$ cat src/rtl/core_ctrl_fsm.sv
// ---------------------------------------------------------------------------
// core_ctrl_fsm
//
// Multi-cycle control sequencer for the RV32I single-issue datapath. The
// instruction word is latched in FETCH, classified in DECODE, and then
// stepped through EXEC / MEM / WB. Every datapath control input is driven
// from the current state and the latched instruction. The block also
// provides:
//   - the PC load enable,
//   - data-memory wait-state handling with a timeout trap,
//   - a retired-instruction counter,
//   - halt on EBREAK and trap on illegal encodings.
//
// Ports
//   clk, rst      : rising-edge clock, asynchronous active-high reset
//   instr         : instruction word at the current PC (sampled in FETCH)
//   Br_eq, Br_lt  : branch comparator results
//   mem_ready     : data memory access complete
//   pc_en         : PC register load enable (one pulse per retirement)
//   PC_sel        : 0 = ALU_out, 1 = PC+1
//   reg_write_en  : register file write enable
//   imm_src       : 0 = I, 1 = S, 2 = B, 3 = U, 4 = J
//   Br_un         : 0 = signed compare, 1 = unsigned compare
//   alu_src_A     : 0 = busA, 1 = PC
//   alu_src_B     : 0 = busB, 1 = imm
//   alu_control   : ALU operation select (0 ADD ... 10 PASS_B)
//   mem_write_en  : data memory write request
//   mem_read_en   : data memory read request
//   result_src    : 0 = mem, 1 = ALU, 2 = PC+1
//   state         : 0 FETCH, 1 DECODE, 2 EXEC, 3 MEM, 4 WB, 5 HALT, 6 TRAP
//   halted        : high while in HALT
//   illegal       : sticky trap cause (0 none, 1 bad encoding, 2 mem timeout)
//   instret       : retired-instruction count (wraps)
// ---------------------------------------------------------------------------
module core_ctrl_fsm #(
  parameter int INSTRET_W   = 32,
  parameter int MEM_TIMEOUT = 16
) (
  input  logic                 clk,
  input  logic                 rst,
  input  logic [31:0]          instr,
  input  logic                 Br_eq,
  input  logic                 Br_lt,
  input  logic                 mem_ready,
  output logic                 pc_en,
  output logic                 PC_sel,
  output logic                 reg_write_en,
  output logic [2:0]           imm_src,
  output logic                 Br_un,
  output logic                 alu_src_A,
  output logic                 alu_src_B,
  output logic [3:0]           alu_control,
  output logic                 mem_write_en,
  output logic                 mem_read_en,
  output logic [1:0]           result_src,
  output logic [2:0]           state,
  output logic                 halted,
  output logic [1:0]           illegal,
  output logic [INSTRET_W-1:0] instret
);

  typedef enum logic [2:0] {
    S_FETCH  = 3'd0,
    S_DECODE = 3'd1,
    S_EXEC   = 3'd2,
    S_MEM    = 3'd3,
    S_WB     = 3'd4,
    S_HALT   = 3'd5,
    S_TRAP   = 3'd6
  } state_t;

  typedef enum logic [3:0] {
    C_OP, C_OPIMM, C_LUI, C_AUIPC, C_LOAD, C_STORE,
    C_BRANCH, C_JAL, C_JALR, C_EBREAK, C_BAD
  } iclass_t;

  localparam logic [6:0] OPC_OP     = 7'b0110011;
  localparam logic [6:0] OPC_OPIMM  = 7'b0010011;
  localparam logic [6:0] OPC_LUI    = 7'b0110111;
  localparam logic [6:0] OPC_AUIPC  = 7'b0010111;
  localparam logic [6:0] OPC_LOAD   = 7'b0000011;
  localparam logic [6:0] OPC_STORE  = 7'b0100011;
  localparam logic [6:0] OPC_BRANCH = 7'b1100011;
  localparam logic [6:0] OPC_JAL    = 7'b1101111;
  localparam logic [6:0] OPC_JALR   = 7'b1100111;
  localparam logic [6:0] OPC_SYSTEM = 7'b1110011;

  localparam logic [31:0] IR_NOP      = 32'h0000_0013;
  localparam logic [31:0] EBREAK_WORD = 32'h0010_0073;

  localparam logic [3:0] ALU_ADD    = 4'd0;
  localparam logic [3:0] ALU_SUB    = 4'd1;
  localparam logic [3:0] ALU_SLL    = 4'd2;
  localparam logic [3:0] ALU_SLT    = 4'd3;
  localparam logic [3:0] ALU_SLTU   = 4'd4;
  localparam logic [3:0] ALU_XOR    = 4'd5;
  localparam logic [3:0] ALU_SRL    = 4'd6;
  localparam logic [3:0] ALU_SRA    = 4'd7;
  localparam logic [3:0] ALU_OR     = 4'd8;
  localparam logic [3:0] ALU_AND    = 4'd9;
  localparam logic [3:0] ALU_PASS_B = 4'd10;

  localparam logic [2:0] IMM_I = 3'd0;
  localparam logic [2:0] IMM_S = 3'd1;
  localparam logic [2:0] IMM_B = 3'd2;
  localparam logic [2:0] IMM_U = 3'd3;
  localparam logic [2:0] IMM_J = 3'd4;

  localparam logic [1:0] RES_MEM = 2'd0;
  localparam logic [1:0] RES_ALU = 2'd1;
  localparam logic [1:0] RES_PC1 = 2'd2;

  localparam logic [1:0] CAUSE_NONE    = 2'd0;
  localparam logic [1:0] CAUSE_BAD     = 2'd1;
  localparam logic [1:0] CAUSE_TIMEOUT = 2'd2;

  // The counter must be able to hold MEM_TIMEOUT itself for one cycle on the
  // way into TRAP, hence the +1 in the width.
  localparam int               CNT_W    = $clog2(MEM_TIMEOUT + 1);
  localparam logic [CNT_W-1:0] CNT_LAST = CNT_W'(MEM_TIMEOUT - 1);

  state_t               state_q, state_d;
  logic [31:0]          ir;
  logic [1:0]           illegal_q, illegal_d;
  logic [CNT_W-1:0]     wait_cnt;
  logic [INSTRET_W-1:0] instret_q;

  logic [6:0] opcode;
  logic [2:0] funct3;
  logic [6:0] funct7;

  iclass_t    ir_class;
  logic [3:0] dec_alu;
  logic [2:0] dec_imm;
  logic       dec_src_a;
  logic       dec_src_b;
  logic [1:0] dec_result;
  logic       dec_pc_sel;
  logic       br_taken;

  assign opcode = ir[6:0];
  assign funct3 = ir[14:12];
  assign funct7 = ir[31:25];

  // Register/immediate ALU operations share one funct3 table; 'alt' selects
  // SUB over ADD and SRA over SRL.
  function automatic logic [3:0] alu_from_funct3(input logic [2:0] f3, input logic alt);
    case (f3)
      3'b000:  return alt ? ALU_SUB : ALU_ADD;
      3'b001:  return ALU_SLL;
      3'b010:  return ALU_SLT;
      3'b011:  return ALU_SLTU;
      3'b100:  return ALU_XOR;
      3'b101:  return alt ? ALU_SRA : ALU_SRL;
      3'b110:  return ALU_OR;
      default: return ALU_AND;
    endcase
  endfunction

  // Instruction classification and the static datapath setup that goes with
  // it. These values only reach the outputs from EXEC onward, so they stay
  // constant for the remainder of the instruction.
  always_comb begin
    ir_class   = C_BAD;
    dec_alu    = ALU_ADD;
    dec_imm    = IMM_I;
    dec_src_a  = 1'b0;
    dec_src_b  = 1'b1;
    dec_result = RES_ALU;
    dec_pc_sel = 1'b1;
    case (opcode)
      OPC_OP: begin
        dec_src_b = 1'b0;
        dec_alu   = alu_from_funct3(funct3, funct7[5]);
        if (funct7 == 7'h00 ||
            (funct7 == 7'h20 && (funct3 == 3'b000 || funct3 == 3'b101)))
          ir_class = C_OP;
      end
      OPC_OPIMM: begin
        // Only the shift-immediates carry a real funct7; every other
        // OP-IMM form uses those bits as part of the immediate.
        dec_alu  = alu_from_funct3(funct3, (funct3 == 3'b101) && funct7[5]);
        ir_class = C_OPIMM;
        if (funct3 == 3'b001 && funct7 != 7'h00)
          ir_class = C_BAD;
        if (funct3 == 3'b101 && funct7 != 7'h00 && funct7 != 7'h20)
          ir_class = C_BAD;
      end
      OPC_LUI: begin
        ir_class = C_LUI;
        dec_alu  = ALU_PASS_B;
        dec_imm  = IMM_U;
      end
      OPC_AUIPC: begin
        ir_class  = C_AUIPC;
        dec_src_a = 1'b1;
        dec_imm   = IMM_U;
      end
      OPC_LOAD: begin
        ir_class   = C_LOAD;
        dec_result = RES_MEM;
      end
      OPC_STORE: begin
        ir_class = C_STORE;
        dec_imm  = IMM_S;
      end
      OPC_BRANCH: begin
        if (funct3[2:1] != 2'b01)
          ir_class = C_BRANCH;
        dec_src_a = 1'b1;
        dec_imm   = IMM_B;
      end
      OPC_JAL: begin
        ir_class   = C_JAL;
        dec_src_a  = 1'b1;
        dec_imm    = IMM_J;
        dec_result = RES_PC1;
        dec_pc_sel = 1'b0;
      end
      OPC_JALR: begin
        ir_class   = C_JALR;
        dec_result = RES_PC1;
        dec_pc_sel = 1'b0;
      end
      OPC_SYSTEM: begin
        if (ir == EBREAK_WORD)
          ir_class = C_EBREAK;
      end
      default: ;
    endcase
  end

  // Branch resolution from the comparator flags; the signed/unsigned
  // variants differ only in Br_un, so funct3[1] is ignored here.
  always_comb begin
    case (funct3)
      3'b000:         br_taken = Br_eq;
      3'b001:         br_taken = !Br_eq;
      3'b100, 3'b110: br_taken = Br_lt;
      3'b101, 3'b111: br_taken = !Br_lt;
      default:        br_taken = 1'b0;
    endcase
  end

  // Next-state and control output logic. Everything starts at the idle
  // values (enables off, PC_sel = PC+1) so FETCH, DECODE, HALT and TRAP
  // never drive a write. The store retirement and branch PC_sel are the
  // only outputs that also look at a live input.
  always_comb begin
    state_d      = state_q;
    illegal_d    = illegal_q;
    pc_en        = 1'b0;
    PC_sel       = 1'b1;
    reg_write_en = 1'b0;
    imm_src      = IMM_I;
    Br_un        = 1'b0;
    alu_src_A    = 1'b0;
    alu_src_B    = 1'b0;
    alu_control  = ALU_ADD;
    mem_write_en = 1'b0;
    mem_read_en  = 1'b0;
    result_src   = RES_MEM;

    if (state_q == S_EXEC || state_q == S_MEM || state_q == S_WB) begin
      imm_src     = dec_imm;
      alu_src_A   = dec_src_a;
      alu_src_B   = dec_src_b;
      alu_control = dec_alu;
      result_src  = dec_result;
      PC_sel      = dec_pc_sel;
      Br_un       = (ir_class == C_BRANCH) && funct3[1];
    end

    case (state_q)
      S_FETCH: state_d = S_DECODE;
      S_DECODE: begin
        case (ir_class)
          C_EBREAK: state_d = S_HALT;
          C_BAD: begin
            state_d   = S_TRAP;
            illegal_d = CAUSE_BAD;
          end
          default:  state_d = S_EXEC;
        endcase
      end
      S_EXEC: begin
        case (ir_class)
          C_BRANCH: begin
            pc_en   = 1'b1;
            PC_sel  = !br_taken;
            state_d = S_FETCH;
          end
          C_LOAD, C_STORE: state_d = S_MEM;
          default:         state_d = S_WB;
        endcase
      end
      S_MEM: begin
        if (ir_class == C_LOAD)
          mem_read_en = 1'b1;
        else
          mem_write_en = 1'b1;
        if (mem_ready) begin
          if (ir_class == C_LOAD) begin
            state_d = S_WB;
          end else begin
            pc_en   = 1'b1;
            state_d = S_FETCH;
          end
        end else if (wait_cnt == CNT_LAST) begin
          state_d   = S_TRAP;
          illegal_d = CAUSE_TIMEOUT;
        end
      end
      S_WB: begin
        reg_write_en = 1'b1;
        pc_en        = 1'b1;
        state_d      = S_FETCH;
      end
      S_HALT: state_d = S_HALT;
      S_TRAP: state_d = S_TRAP;
      default: begin
        state_d   = S_TRAP;
        illegal_d = CAUSE_BAD;
      end
    endcase
  end

  // State, instruction register, trap cause, memory wait counter and the
  // retirement counter. The wait counter is held at zero outside MEM so each
  // memory access gets a fresh MEM_TIMEOUT-cycle budget.
  always_ff @(posedge clk or posedge rst) begin
    if (rst) begin
      state_q   <= S_FETCH;
      ir        <= IR_NOP;
      illegal_q <= CAUSE_NONE;
      wait_cnt  <= '0;
      instret_q <= '0;
    end else begin
      state_q   <= state_d;
      illegal_q <= illegal_d;
      if (state_q == S_FETCH)
        ir <= instr;
      if (state_q == S_MEM && !mem_ready)
        wait_cnt <= wait_cnt + CNT_W'(1);
      else
        wait_cnt <= '0;
      if (pc_en)
        instret_q <= instret_q + INSTRET_W'(1);
    end
  end

  assign state   = state_q;
  assign halted  = (state_q == S_HALT);
  assign illegal = illegal_q;
  assign instret = instret_q;

endmodule

$ cat config.mk
export PLATFORM = sky130hd
export DESIGN_NAME = core_ctrl_fsm
export DESIGN_NICKNAME = d
export VERILOG_FILES = /design/src/rtl/core_ctrl_fsm.sv
export SDC_FILE = /design/constraint.sdc
export NUM_CORES = 1
export LEC_CHECK = 0
export BUFFER_PORTS_ARGS = -buffer_cell sky130_fd_sc_hd__buf_2
export CAP_MARGIN = 20
export CORE_ASPECT_RATIO = 1.25
export CORE_MARGIN = 4
export CORE_UTILIZATION = 52
export DETAILED_ROUTE_END_ITERATION = 12
export PLACE_DENSITY = 0.76
export SYNTH_ARGS = -nofsm -noshare
export SYNTH_HDL_FRONTEND = slang
export SYNTH_SLANG_ARGS = --single-unit
$ cat constraint.sdc
create_clock -name clk -period 2.3 [get_ports clk]
set_input_delay 0.115 -clock clk [delete_from_list [all_inputs] [get_ports clk]]
set_output_delay 0.115 -clock clk [all_outputs]
set_load 0.05 [all_outputs]
==> results of run 1 <==
## worst min path at each step
stage,startpoint,endpoint,slack (ps),cells past startpoint
final,instr[16],ir[16]$_DFFE_PP0P_,9,2
after global routing,instr[16],ir[16]$_DFFE_PP0P_,0.8,2
after CTS,instr[20],ir[20]$_DFFE_PP0P_,0.1,2
after detailed placement,rst,wait_cnt[0]$_DFF_PP0_,230,3
after global placement,rst,wait_cnt[0]$_DFF_PP0_,230,3
after floorplan,instr[5],ir[5]$_DFFE_PP0P_,230,2
## area by class of cell
cell class | count | share of cell area [%]
inverters | 9 | 0.8090
well taps | 90 | 2.349
clock buffers | 10 | 2.662
flip-flops and latches | 74 | 38.80
repair buffers | 117 | 14.54
clock inverters | 6 | 1.905
multi-input cells | 258 | 38.94
## sequential cells by signal, summed over array words and instances, names as in the netlist
| signal | flops |
|---|---|
| state | 3 |
| ir | 32 |
| instret | 32 |
| wait_cnt | 5 |
| illegal | 2 |
## power breakdown
group | switching, mW | total, mW | internal [mW]
combinational | 0.0405 | 0.0793 | 0.0389
clock | 0.487 | 1.10 | 0.615
sequential | 0 | 1.30 | 1.30
total | 0.527 | 2.48 | 1.95
## what timing repair did
| item | in CTS | in global routing |
|---|---|---|
| gates resized for setup | 1 | 4 |
| endpoints found under the setup margin | 1 | 5 |
| pin swaps | 0 | 0 |
| endpoints found under the hold margin | 78 | 3 |
| gates cloned | 0 | 0 |
| hold buffers | 8 | 3 |
## logic make-up after synthesis
family,count (synthesis),share of synthesized area [%]
xor+xnor,36,8.425
fa+ha+maj,3,1.003
mux,32,9.595
simple gates,153,21.83
buf+inv,24,2.975
compound gates,34,6.587
flops,74,49.58
## cell usage in the layout (no fill, tap or decap), types with 2 or more instances in the layout
cell | netlist | layout
nand2b_1 | 5 | 5
dfstp_2 | 3 | 3
nand2_1 | 35 | 35
buf_2 | 4 | 90
bufinv_16 | 0 | 2
o211ai_1 | 2 | 2
nor4_1 | 7 | 7
xor2_1 | 13 | 13
clkbuf_8 | 0 | 9
a21oi_1 | 4 | 4
nor2_1 | 27 | 24
and4_1 | 2 | 2
clkinv_4 | 0 | 3
nand3_1 | 17 | 17
dfrtp_2 | 0 | 4
o21ai_2 | 0 | 2
nor3_1 | 12 | 6
and2_1 | 7 | 6
inv_1 | 8 | 6
xnor2_1 | 23 | 23
nor2_4 | 1 | 3
clkinv_2 | 1 | 2
mux2_2 | 31 | 31
nor2b_1 | 5 | 5
dfrtp_1 | 71 | 67
buf_4 | 2 | 14
a21boi_0 | 3 | 2
o21ai_0 | 9 | 7
nand3b_1 | 2 | 2
and3_1 | 9 | 9
dlygate4sd3_1 | 0 | 11
a211o_1 | 2 | 2
or2_1 | 2 | 2
ha_1 | 3 | 3
nor3_2 | 1 | 7
nand4_1 | 10 | 10
## cell usage after synthesis (2+ instances only)
master     n  area share [%]
and3_1     9             1.5
a211o_1    2            0.47
a21oi_1    4            0.53
o21ai_0    9             1.2
clkbuf_1   7            0.70
buf_4      2            0.40
ha_1       3             1.0
nor3_1    12             1.6
nor4_1     7             1.2
dfrtp_1   71              47
nand3b_1   2            0.40
a31oi_1    2            0.33
dfstp_2    3             2.1
or2_1      2            0.33
nor2b_1    5            0.84
a21boi_0   3            0.60
buf_2      4            0.53
nand2_1   35             3.5
and2_1     7             1.2
a22oi_1    2            0.40
nand2b_1   5            0.84
and4_1     2            0.47
nand3_1   17             2.3
mux2_2    31             9.3
inv_1      8            0.80
o211ai_1   2            0.40
xor2_1    13             3.0
xnor2_1   23             5.4
nand4_1   10             1.7
nor2_1    27             2.7
## stage by stage
stage                     instances  util [%]  hold slack [ps]  cell area (um^2)  total power [mW]
final                           564     68.72            9.089              4795             2.481
after detailed placement        537     63.76            233.3              4448             1.393
after global placement          537     63.76            226.0              4448             1.392
after floorplan                 356         -            231.8              3826             1.348
after global routing            564     68.72           0.7618              4795             2.584
after CTS                       561     68.08           0.1054              4750             2.506
## worst max-delay path, cell delays in order (launching register included)
cell      delay (ps)
dfrtp_2          470
buf_4            170
nor3_1           180
buf_4            190
nand4_1          110
nand2_1           70
o21ai_0          130
a211oi_4         270
buf_6            190
## layer usage
metal	global-route usage [%]	vias up	wire length, um
li1	-	1478	-
met1	26.20	1464	3750
met2	36.74	96	4428
met3	4.396	12	454
met4	6.683	0	151
met5	0	-	0
==> metrics.txt, run 1 <==
status=completed; synthesized area=3742 um^2; min Tclk post-route=2226 ps; ant diodes=0; I/O Pins=92; R2R Setup Slk=180 ps; root buf cell=clkbuf_8; post-route DRC violation count=0; DIE AREA=8626 um^2; H-tree levels=3; relative slew slack=71.31%; Fmax=449.3 MHz; critical path class=flip-flop to primary output; routability cong.=0.8966; post-synthesis async set-or-reset flop share=100.0%; first-pass GRT wire length=14,410 um; share of layout cells above drive strength 1=39.45%; Crit Path Max Fanout=9; Final Setup Violations=0; Clock Path Buffers=2; Die Height=102.8 um; pin count of the biggest net entering global routing=75; RSZ-0062 raised after global routing=yes; initial drt markers=148; Main synth FF type=dfrtp_1; final hold violation count=0; Slew Viols, Final=0; peak supply drop=0.5165 mV; syn_area_per_cell=10.51 um^2; PnR worst setup slack=74.11 ps; WL per Instance=15.58 um; maxcap violations=0; count of input and output buffers=91; CP Launch Type=flip-flop; HP Class=input port to flip-flop; Setup TNS=0 ps; count of unique library cells instantiated by Yosys=57; FILL cells=579; Yosys warnings=0; vias per cell=5.408; Pwr per Cell Area=517.5 nW/um^2; Final HPWL DP=6408 um; area taken by multi-input logic gates=1867 um^2; cells on worst reg2reg path=6; initial core utilization=53.64%; worst clock skew=8.820 ps; vias in the first global route=3,072; Synth Net Count=396; Rows=34; P&R area growth vs syn=28.12%; initial antenna violation count=0; clock sink total=74; Routed Wire Length=8785 um; nets=509; DR vias=3,050; P_leak=2.438 nW; Clock transition at path regs=80 ps; r2r startpoint=ir[4]$_DFFE_PP1P_; Final period util=96.78%; crit path from=ir[6]$_DFFE_PP0P_; clk_lat worst skew=340 ps; first-pass iteration count of the detailed router=4; cts bufs inserted=9; worst path arrival time=2110 ps; CTS tree=built; Post-Synthesis Cells=356; RR Endpoint=state[2]$_DFFE_PP0P_; register area share after synthesis=49.58%; Die X=83.88 um; Tot GR Track Use=20.95%; Routed Antenna Nets=0; Post-CTS Setup Bufs=0; synthesized flop and latch total=74; Std-Cell Core Area=6977 um^2; GRT overflow=0; Critical Path RT=2180 ps; register area=1861 um^2; Post-synth EDFFs=0; pre-CTS setup slack=185.8 ps; Slew @ Worst Pin=430.4 ps; Critical Path Sink Type=primary output; crit path to=alu_control[0]
(Power assumes the default switching activity.)
==> inputs of run 2 (changes only) <==
CELL_PAD_IN_SITES_DETAIL_PLACEMENT = 0   (was default)
CELL_PAD_IN_SITES_GLOBAL_PLACEMENT = 1   (was default)
CORE_UTILIZATION = 41   (was 52)
PLACE_DENSITY = 0.78   (was 0.76)
==> run 2 against run 1 <==
  * Cell count increased by 7.6%
  * Sequential share of layout area is 1.4 points lower
  * Power rose by 0.86%
  * Combinational power increased by 23%
  * Largest power group unchanged
  * Critical path type unchanged
  * Hold slack improved by 6.0 ps
  * Via count increased by 0.36%
  * Largest cell class unchanged
  * Clock power is essentially flat
  * Cell area grew 3.5%
  * Sequential power about the same
==> metrics.txt, run 2 (same netlist as run 1, synthesis figures left out) <==
relative slew slack=70.77% (-0.54 points); ant diodes=0 (unchanged); WL per Instance=15.00 um (-3.7%); Slew Viols, Final=0 (unchanged); r2r startpoint=ir[3]$_DFFE_PP0P_; Final Setup Violations=0 (unchanged); FILL cells=763 (+32%); peak supply drop=0.3963 mV (-23%); min Tclk post-route=2167 ps (-58.69 ps); Final HPWL DP=6699 um (+4.5%); first-pass GRT wire length=15,240 um (+5.7%); count of input and output buffers=91 (unchanged); Routed Wire Length=9103 um (+3.6%); Clock transition at path regs=80 ps (about the same); CP Launch Type=flip-flop; most frequent cells in the layout=buf_2, dfrtp_1, nand2_1, mux2_2; Pwr per Cell Area=504.1 nW/um^2 (-2.6%); Routed Antenna Nets=0 (unchanged); cells on worst reg2reg path=7 (+1); vias per cell=5.043 (-6.7%); most common cell after layout, fill and taps aside=buf_2; Fmax=461.4 MHz (+2.7%); initial core utilization=42.55% (-11 points); Critical Path Sink Type=primary output; status=completed; clock sink total=74 (unchanged); GRT overflow=0 (unchanged); H-tree levels=3 (unchanged); I/O Pins=92 (unchanged); post-route cell area=4965 um^2 (+3.5%); dpl cell area=4478 um^2 (+0.67%); HP Class=input port to flip-flop; Die Height=114.8 um (+12%); RR Endpoint=instret[28]$_DFFE_PP0P_; critical path class=flip-flop to primary output; worst clock skew=13.11 ps (+4.285 ps); Tot Pwr=2.503 mW (+0.86%); initial drt markers=152 (+2.7%); clk_lat worst skew=350 ps (about the same); DIE AREA=10,730 um^2 (+24%); vias in the first global route=3,191 (+3.9%); share of layout cells above drive strength 1=38.40% (-1.1 points); post-layout util=56.44% (-12 points); DR vias=3,061 (+0.36%); Rows=38 (+12%); Final period util=94.23% (-2.6 points); Std-Cell Core Area=8796 um^2 (+26%); Crit Path Max Fanout=9 (unchanged); routability cong.=0.8148 (-9.1%); root buf cell=clkbuf_8; PnR worst setup slack=132.8 ps (+58.69 ps); Die X=93.45 um (+11%); CTS tree=built; final hold violation count=0 (unchanged); P&R area growth vs syn=32.66%; P_leak=2.495 nW (+2.3%); maxcap violations=0 (unchanged); hold endpoint=ir[11]$_DFFE_PP0P_; pre-CTS setup slack=125.1 ps (-60.63 ps); hold path start=instr[11]; Hold Path Stages=2 (unchanged); first-pass iteration count of the detailed router=4 (unchanged); Tot GR Track Use=17.97% (-3.0 points); pin count of the biggest net entering global routing=75 (unchanged); cts bufs inserted=9 (unchanged); Critical Path RT=2180 ps (about the same); hold slack=15.05 ps (+5.962 ps); post-route DRC violation count=0 (unchanged); R2R Setup Slk=130 ps (-50 ps); Slew @ Worst Pin=437.0 ps (+6.655 ps); nets=522 (+2.6%); worst path arrival time=2050 ps (-60 ps); initial antenna violation count=0 (unchanged); Clock Path Buffers=2 (unchanged)
[run 2: cell count changes in the layout (fill, tap and decap cells not counted), sizes merged]
cell         delta
dlygate4sd3    +13
clkinv          -2
clkbuf          +1
clkinvlp        +1
[run 2: area by class of cell]
class	count	area (um^2)	share of cell area (%)
Clock buffer	11	141.4	2.848
Multi-Input combinational cell	258	1869	37.65
Timing Repair Buffer	130	828.3	16.68
Tap cell	120	150.1	3.024
Clock inverter	5	77.57	1.563
Sequential cell	74	1859	37.45
Inverter	9	38.79	0.7813
[run 2: where the power goes]
group | internal [mW] | switching, mW
clock network | 0.637 | 0.468
registers | 1.30 | 0
logic | 0.0533 | 0.0442
total | 1.99 | 0.512
[run 2: worst max-delay path by stage]
stage	from	depth (start not counted)	slack, ps	endpoint
3_5_place_dp	ir[4]$_DFFE_PP1P_	6	130	state[2]$_DFFE_PP0P_
4_1_cts	ir[3]$_DFFE_PP0P_	7	60	alu_control[0]
3_3_place_gp	ir[4]$_DFFE_PP1P_	6	180	state[2]$_DFFE_PP0P_
5_1_grt	ir[3]$_DFFE_PP0P_	7	-4	alu_control[2]
6_report	ir[3]$_DFFE_PP0P_	7	130	alu_control[0]
2_1_floorplan	state[1]$_DFFE_PP0P_	6	10	alu_control[1]
[run 2: repair_timing]
action	in CTS	in global routing
endpoints found under the setup margin	5	7
gates resized for setup	4	2
pin swaps	1	2
setup buffers	1	0
hold endpoints to repair	94	0
hold buffers	24	0
[run 2: metal layers]
layer  track usage (%)  wire length [um]
met2             30.87              4621
met3             3.272               417
met1             22.78              3906
met5                 0                 0
met4             6.158               157
[run 2: stage by stage]
stage | std cells | TNS [ps]
after global placement | 566 | 0
after CTS | 607 | 0
after detailed placement | 566 | 0
after floorplan | 356 | 0
final | 607 | 0
after global routing | 607 | -6.436
[run 2: critical path: stages, from the launching register on]
cell      delay (ps)
dfrtp_1          470
nand3b_1         260
nor3_2           170
buf_4            170
o211ai_1          80
buf_4            170
a211oi_4         140
buf_4            230
